## config.mk

```make
export PLATFORM = sky130hd
export DESIGN_NAME = count_step_ctrl
export DESIGN_NICKNAME = d
export VERILOG_FILES = /design/src/rtl/count_step_ctrl.sv
export SDC_FILE = /design/constraint.sdc
export NUM_CORES = 1
export LEC_CHECK = 0
export ABC_AREA = 1
export ABC_CLOCK_PERIOD_IN_PS = 1900
export BUFFER_PORTS_ARGS = -buffer_cell sky130_fd_sc_hd__buf_4
export CAP_MARGIN = 0
export CORE_ASPECT_RATIO = 0.5
export CORE_UTILIZATION = 40
export DETAILED_ROUTE_END_ITERATION = 16
export PLACE_DENSITY = 0.71
export SLEW_MARGIN = 20
export SYNTH_ARGS = -nofsm -noshare
export SYNTH_HDL_FRONTEND = slang
export SYNTH_SLANG_ARGS = --single-unit
```

## constraint.sdc

```tcl
create_clock -name cp -period 1.9 [get_ports cp]
set_clock_uncertainty 0.1 [all_clocks]
set_input_delay 0.285 -clock cp [delete_from_list [all_inputs] [get_ports cp]]
set_output_delay 0.285 -clock cp [all_outputs]
set_load 0.03 [all_outputs]
```

## src/rtl/count_step_ctrl.sv

```systemverilog
// count_step_ctrl: debounced manual/auto step source driving a mod-MODULUS up/down counter with LED mapping.
module count_step_ctrl #(
  parameter int WIDTH     = 3,
  parameter int MODULUS   = 8,
  parameter int DB_CYCLES = 20,
  parameter int AUTO_DIV  = 8
) (
  input  logic             cp,
  input  logic             clr_n,
  input  logic             btn_step,
  input  logic             btn_mode,
  input  logic             sw_dir,
  input  logic             sw_hold,
  output logic [WIDTH-1:0] count,
  output logic             z,
  output logic             auto_mode,
  output logic             step_pulse,
  output logic [15:0]      led_pin
);
  localparam int DW = $clog2(DB_CYCLES);
  localparam int PW = $clog2(AUTO_DIV);
  localparam logic [WIDTH-1:0] MAX     = WIDTH'(MODULUS - 1);
  localparam logic [DW-1:0]    DB_LAST = DW'(DB_CYCLES - 1);
  localparam logic [PW-1:0]    PS_LAST = PW'(AUTO_DIV - 1);

  typedef enum logic [1:0] {IDLE, CHK_PRESS, PRESSED, CHK_REL} db_state_t;

  // bit order: {hold, dir, mode, step}
  logic [3:0] sync1, sync2;
  logic [1:0] press;

  always_ff @(posedge cp or negedge clr_n)
    if (!clr_n) {sync2, sync1} <= '0;
    else {sync2, sync1} <= {sync1, sw_hold, sw_dir, btn_mode, btn_step};

  genvar g;
  generate
    for (g = 0; g < 2; g++) begin : g_db
      db_state_t       state;
      logic [DW-1:0]   cnt;
      logic            pulse;
      logic            s;
      assign s        = sync2[g];
      assign press[g] = pulse;
      always_ff @(posedge cp or negedge clr_n)
        if (!clr_n) begin
          state <= IDLE;
          cnt   <= '0;
          pulse <= 1'b0;
        end else begin
          pulse <= 1'b0;
          case (state)
            IDLE:      if (s) begin state <= CHK_PRESS; cnt <= '0; end
            CHK_PRESS: if (!s) state <= IDLE;
                       else if (cnt == DB_LAST) begin state <= PRESSED; pulse <= 1'b1; end
                       else cnt <= cnt + 1'b1;
            PRESSED:   if (!s) begin state <= CHK_REL; cnt <= '0; end
            CHK_REL:   if (s) state <= PRESSED;
                       else if (cnt == DB_LAST) state <= IDLE;
                       else cnt <= cnt + 1'b1;
            default:   state <= IDLE;
          endcase
        end
    end
  endgenerate

  logic             step_press, mode_press, dir_s, hold_s;
  logic             tick, req, wrap, tgl;
  logic [PW-1:0]    presc;
  logic [WIDTH-1:0] nxt;

  assign step_press = press[0];
  assign mode_press = press[1];
  assign dir_s      = sync2[2];
  assign hold_s     = sync2[3];
  assign tick       = auto_mode && presc == PS_LAST;
  // a mode press in the same cycle swallows whatever step was pending
  assign req        = !hold_s && !mode_press && (auto_mode ? tick : step_press);
  assign wrap       = dir_s ? count == '0 : count == MAX;
  assign nxt        = wrap ? (dir_s ? MAX : '0) : (dir_s ? count - 1'b1 : count + 1'b1);

  always_ff @(posedge cp or negedge clr_n)
    if (!clr_n) begin
      count      <= '0;
      z          <= 1'b0;
      step_pulse <= 1'b0;
      auto_mode  <= 1'b0;
      tgl        <= 1'b0;
      presc      <= '0;
    end else begin
      step_pulse <= req;
      z          <= req && wrap;
      if (req) count <= nxt;
      if (req && wrap) tgl <= !tgl;
      if (mode_press) begin
        auto_mode <= !auto_mode;
        presc     <= '0;
      end else if (auto_mode && !hold_s) presc <= tick ? '0 : presc + 1'b1;
    end

  always_comb begin
    led_pin             = '0;
    led_pin[WIDTH-1:0]  = count;
    led_pin[7]          = tgl;
    led_pin[15]         = auto_mode;
  end
endmodule

```

Yosys cells after proc, flatten, opt, wreduce, memory -nomap -nowiden --
Index checks and enable logic that the tools add are counted.
Operators by class: add/sub/neg operators 5, $mul 0, div/mod/pow operators 0, $lt $le $gt $ge 0, equal/unequal tests 22, shift operators 0, muxes and demuxes 40, bitwise logic cells 0, reductions and logical operators 17
Operators by type and width (number):
- 2-to-1 mux 5 bit | 10
- case mux 5 bit (4 select lines) | 2
- 2-to-1 mux 2 bit | 12
- 2-to-1 mux 3 bit | 6
- != test 2 bit (second input constant) | 8
- case mux 2 bit (4 select lines) | 2
- AND reduction 4 bit | 4
- != test 3 bit (second input constant) | 4
- adder 5 x 1 -> 5 bit (second input constant) | 2
- == test 5 bit (second input constant) | 2
- == test 2 bit (second input constant) | 4
- 2-to-1 mux 1 bit | 8
- adder 3 x 1 -> 3 bit (second input constant) | 2
- == test 3 bit (second input constant) | 2
- logical AND 1 bit | 5
- == test 2 x 1 -> 1 bit (second input constant) | 2
- logical NOT 1 bit | 4
- logical NOT 2 bit | 2
- logical NOT 3 bit | 1
- subtractor 3 x 1 -> 3 bit (second input constant) | 1
- nonzero test 2 bit | 1
Storage, ports and cells: bits in registers 34, latch bits 0, RAM bits 0, ROM bits 0, input bits 6, word-level logic and storage cells 98, memories kept 0

Longest topological paths before layout --
depth after elaboration 5, gate-level depth with buffers 8, gate-level depth less buffers 8

Worst setup path before layout --
OpenSTA, ideal clock, no wires.
path kind register to register, start register count[0], end register count[2], library setup time 0.077 ns, arrival time 1.393 ns, required time 1.723 ns, setup slack 0.330 ns, stages on the path, launching flop included 8, cells stage by stage dfrtp_1 inv_1 fa_1 inv_1 nand2_1 nand2_1 nand2_1 a21oi_1
Between the ends: longest elaborated chain between the ends 3, elaborated cells between the ends (all ways) 7
Ends and longest elaborated chain:
- from (decl) | line 14 | output logic [WIDTH-1:0] count,
- from (signal assigned) | line 93 | if (req) count <= nxt;
- adder 3 x 1 -> 3 bit (tied with other cells) | line 80 | assign nxt = wrap ? (dir_s ? MAX : '0) : (dir_s ? count - 1'b1 : count + 1'b1);
- 2-to-1 mux 3 bit / 2-to-1 mux 1 bit (equally long branches) | line 80, 79
- 2-to-1 mux 3 bit (*) | line 80
Mark *: on every way between the ends. The rest lies on a longest branch, timed or not. A chain may end at the register's enable or synchronous reset.

Worst setup path after layout --
start register g_db[1].cnt[0], end register g_db[1].cnt[0]
Between the ends: longest elaborated chain between the ends 4, elaborated cells between the ends (all ways) 6
Ends and longest elaborated chain:
- from (decl) | line 40 | logic [DW-1:0] cnt;
- from (signal assigned) | line 56 | else cnt <= cnt + 1'b1;
- from (signal assigned) | line 60 | else cnt <= cnt + 1'b1;
- adder 5 x 1 -> 5 bit / == test 5 bit (equally long branches)
- 2-to-1 mux 5 bit (*) | line 55, 59
- 2-to-1 mux 5 bit (on tied branches) | line 58, 54
- case mux 5 bit (4 select lines) (*) | line 52 | case (state)
Mark *: on every way between the ends. The rest lies on a longest branch, timed or not. The select of a mux whose other input is x is not followed.

==> impl_metrics.env <==
export IMPL_outcome="finished, final reports clean"
export IMPL_p_per_area_nw_per_um2=775
export IMPL_grt_pass1_vias=988
export IMPL_cts_repair_resized=0
export IMPL_min_path_type="reg2reg"
export IMPL_avgSynthCellArea_um2=9.20
export IMPL_grt_max_degree=35
export IMPL_cts_tree="done"
export IMPL_fp_row_count=16
export IMPL_finalSetupViolations=0
export IMPL_start_util=0.420
export IMPL_pre_cts_slack_ps=396
export IMPL_drv_cap=0
export IMPL_synth_cells=179
export IMPL_dp_hpwl_um=1730
export IMPL_rsz0062_at_grt="no"
export IMPL_fin_crit_ps=1530
export IMPL_cts_root_buffer="clkbuf_8"
export IMPL_clock_path_buffers=2
export IMPL_max_freq_mhz=652
export IMPL_leakage_nw=0.979
export IMPL_totalWireLength_um=2580
export IMPL_drc=0
export IMPL_yosysSeqAreaShare=0.517
export IMPL_drive_gt1_frac=0.191
export IMPL_cts_sinks=34
export IMPL_worst_ir_drop_vdd_v=0.000235
export IMPL_fillers=374
export IMPL_yosysWarnings=0
export IMPL_worstSetupPathType="reg2reg"
export IMPL_grt_ovfl_total=0
export IMPL_period_share=0.807
export IMPL_via_per_inst=4.57
export IMPL_grt_pass1_wl_um=4290
export IMPL_post_cts_buffers=0
export IMPL_fin_nets=209
export IMPL_clkLatencyLatePin_ps=280
export IMPL_gp_congestion=0.752
export IMPL_critPathRequiredTime_ps=2010
export IMPL_syn_to_final_growth_pct=12.9
export IMPL_tns_ps=0
export IMPL_num_vias=1155
export IMPL_core_um2=3920
export IMPL_cts_made_buffers=5
export IMPL_ys_types=23
export IMPL_ant_nets=0
export IMPL_crit_path_max_fanout=11
export IMPL_synth_area_top_cells="dfrtp_1 (52%), nand2_1 (9.6%), buf_4 (7.3%), nand3_1 (4.3%), inv_1 (3.2%)"
export IMPL_cp_arrival_ps=1640
export IMPL_yosysTopAreaCell="dfrtp_1"
export IMPL_port_buffers=16
export IMPL_top_level_ports=28
export IMPL_final_hold_violation_count=0
export IMPL_synth_seq_cells=34
export IMPL_dr_pass1_iters=6
export IMPL_power_mw=1.44
export IMPL_drtIter0Drc=30
export IMPL_clkSlewWorstSetupHoldPaths_ps=60
export IMPL_synth_top_area_share=0.517
export IMPL_cp_end_kind="register"
export IMPL_antenna_found_initial=0
export IMPL_cts_max_level=2
export IMPL_finalWorstSetupSlack_ps=366
export IMPL_n_antenna_cell=0
export IMPL_fp_dieH_um=47.4
export IMPL_syn_area_um2=1650
export IMPL_wl_per_cell_um=10.2
export IMPL_slew_violations=0
export IMPL_start_kind="register"
export IMPL_die_w_um=92.7
export IMPL_die_area_um2=4390
export IMPL_grt_usage=0.133
[worst paths after layout]
path	start	endpoint	slack (ps)	depth (start not counted)
max	g_db[1].cnt[0]	g_db[1].cnt[0]	370	5
min reg2reg	sync1[0]	sync2[0]	250	0
min in group asynchronous	clr_n	count[0]	380	2
max reg2reg	g_db[1].cnt[0]	g_db[1].cnt[0]	370	5
max in group asynchronous	clr_n	g_db[0].cnt[0]	1020	2
min	sync1[0]	sync2[0]	250	0
[worst max-delay path, cell delays in order (launching register included)]
cell	delay [ps]
dfrtp_1	410
ha_1	220
nand2_1	120
o21ai_2	410
nand2_1	100
o21ai_1	100
[state kept, by name (all words and copies together), names as in the netlist, named ones only]
name and cells:
sync2 4, g_db.state 2, tgl 1, g_db.pulse 2, sync1 4, auto_mode 1, count 3, z 1
step_pulse 1, g_db.cnt 10, presc 3
[cell type report]
class,count,area [um^2],share of cell area
Clock buffer,7,86.3,0.0464
Tap cell,54,67.6,0.0363
Sequential cell,34,851,0.458
Clock inverter,1,5.00,0.00269
Inverter,19,71.3,0.0384
Timing Repair Buffer,21,170,0.0915
Multi-Input combinational cell,117,608,0.327
[power by group]
group / total [mW] / leakage, nW / internal (mW) / switching (mW)
Sequential: 0.778 / 0.448 / 0.750 / 0.0281
Combinational: 0.123 / 0.483 / 0.0401 / 0.0828
Clock: 0.541 / 0.0482 / 0.292 / 0.249
[metal layers]
layer / share of wire / routed length (um) / global-route usage / vias up
met4: 0.016 / 40 / 0.0462 / 0
li1: - / - / - / 584
met1: 0.48 / 1240 / 0.161 / 542
met3: 0.046 / 118 / 0.0534 / 5
met2: 0.46 / 1180 / 0.224 / 24
met5: 0 / 0 / 0 / -
[through the flow]
| step | util | hold slack (ps) | area, um^2 | std cells |
|---|---|---|---|---|
| finish | 0.474 | 251 | 1860 | 253 |
| global route | 0.474 | 252 | 1860 | 253 |
| CTS | 0.474 | 251 | 1860 | 253 |
| detailed placement | 0.438 | 154 | 1720 | 240 |
| global placement | 0.438 | 150 | 1720 | 240 |
| floorplan | - | -111 | 1680 | 189 |
[cell usage in the layout, fill, tap and decap left out, types with 2 or more instances in the layout]
master	count
nand3_1	14
buf_4	16
dfrtp_1	34
ha_1	4
inv_2	5
xor2_1	5
o21ai_1	6
dlygate4sd3_1	5
nand4_1	4
inv_1	14
o21ai_0	5
nand2_1	42
nor2_1	11
nand2_2	2
conb_1	11
clkbuf_8	6
a21oi_1	2
o21ai_2	5
[synthesized netlist by cell type (all sizes together)]
cell and number:
nand2 44, ha 4, fa 1, or2 1, o21ai 16, buf 19
nor2 12, nand4 5, o21bai 1, inv 19, xor2 5, nand3 14
conb 1, nor3 1, dfrtp 34, a21oi 2
[logic make-up (layout without fill, tap and decap cells)]
kind of cell | after synthesis | in the layout | synth area share
xor+xnor | 5 | 5 | 0.0266
fa+ha+maj | 5 | 5 | 0.0426
compound gates | 19 | 19 | 0.0707
buf+inv | 38 | 48 | 0.137
other cells | 1 | 11 | 0.00228
flops | 34 | 34 | 0.517
simple gates | 77 | 77 | 0.204
[what timing repair did]
action	CTS	global route
endpoints found under the setup margin	0	0
hold buffers	5	0
hold endpoints to repair	38	0
(Power assumes the default switching activity.)
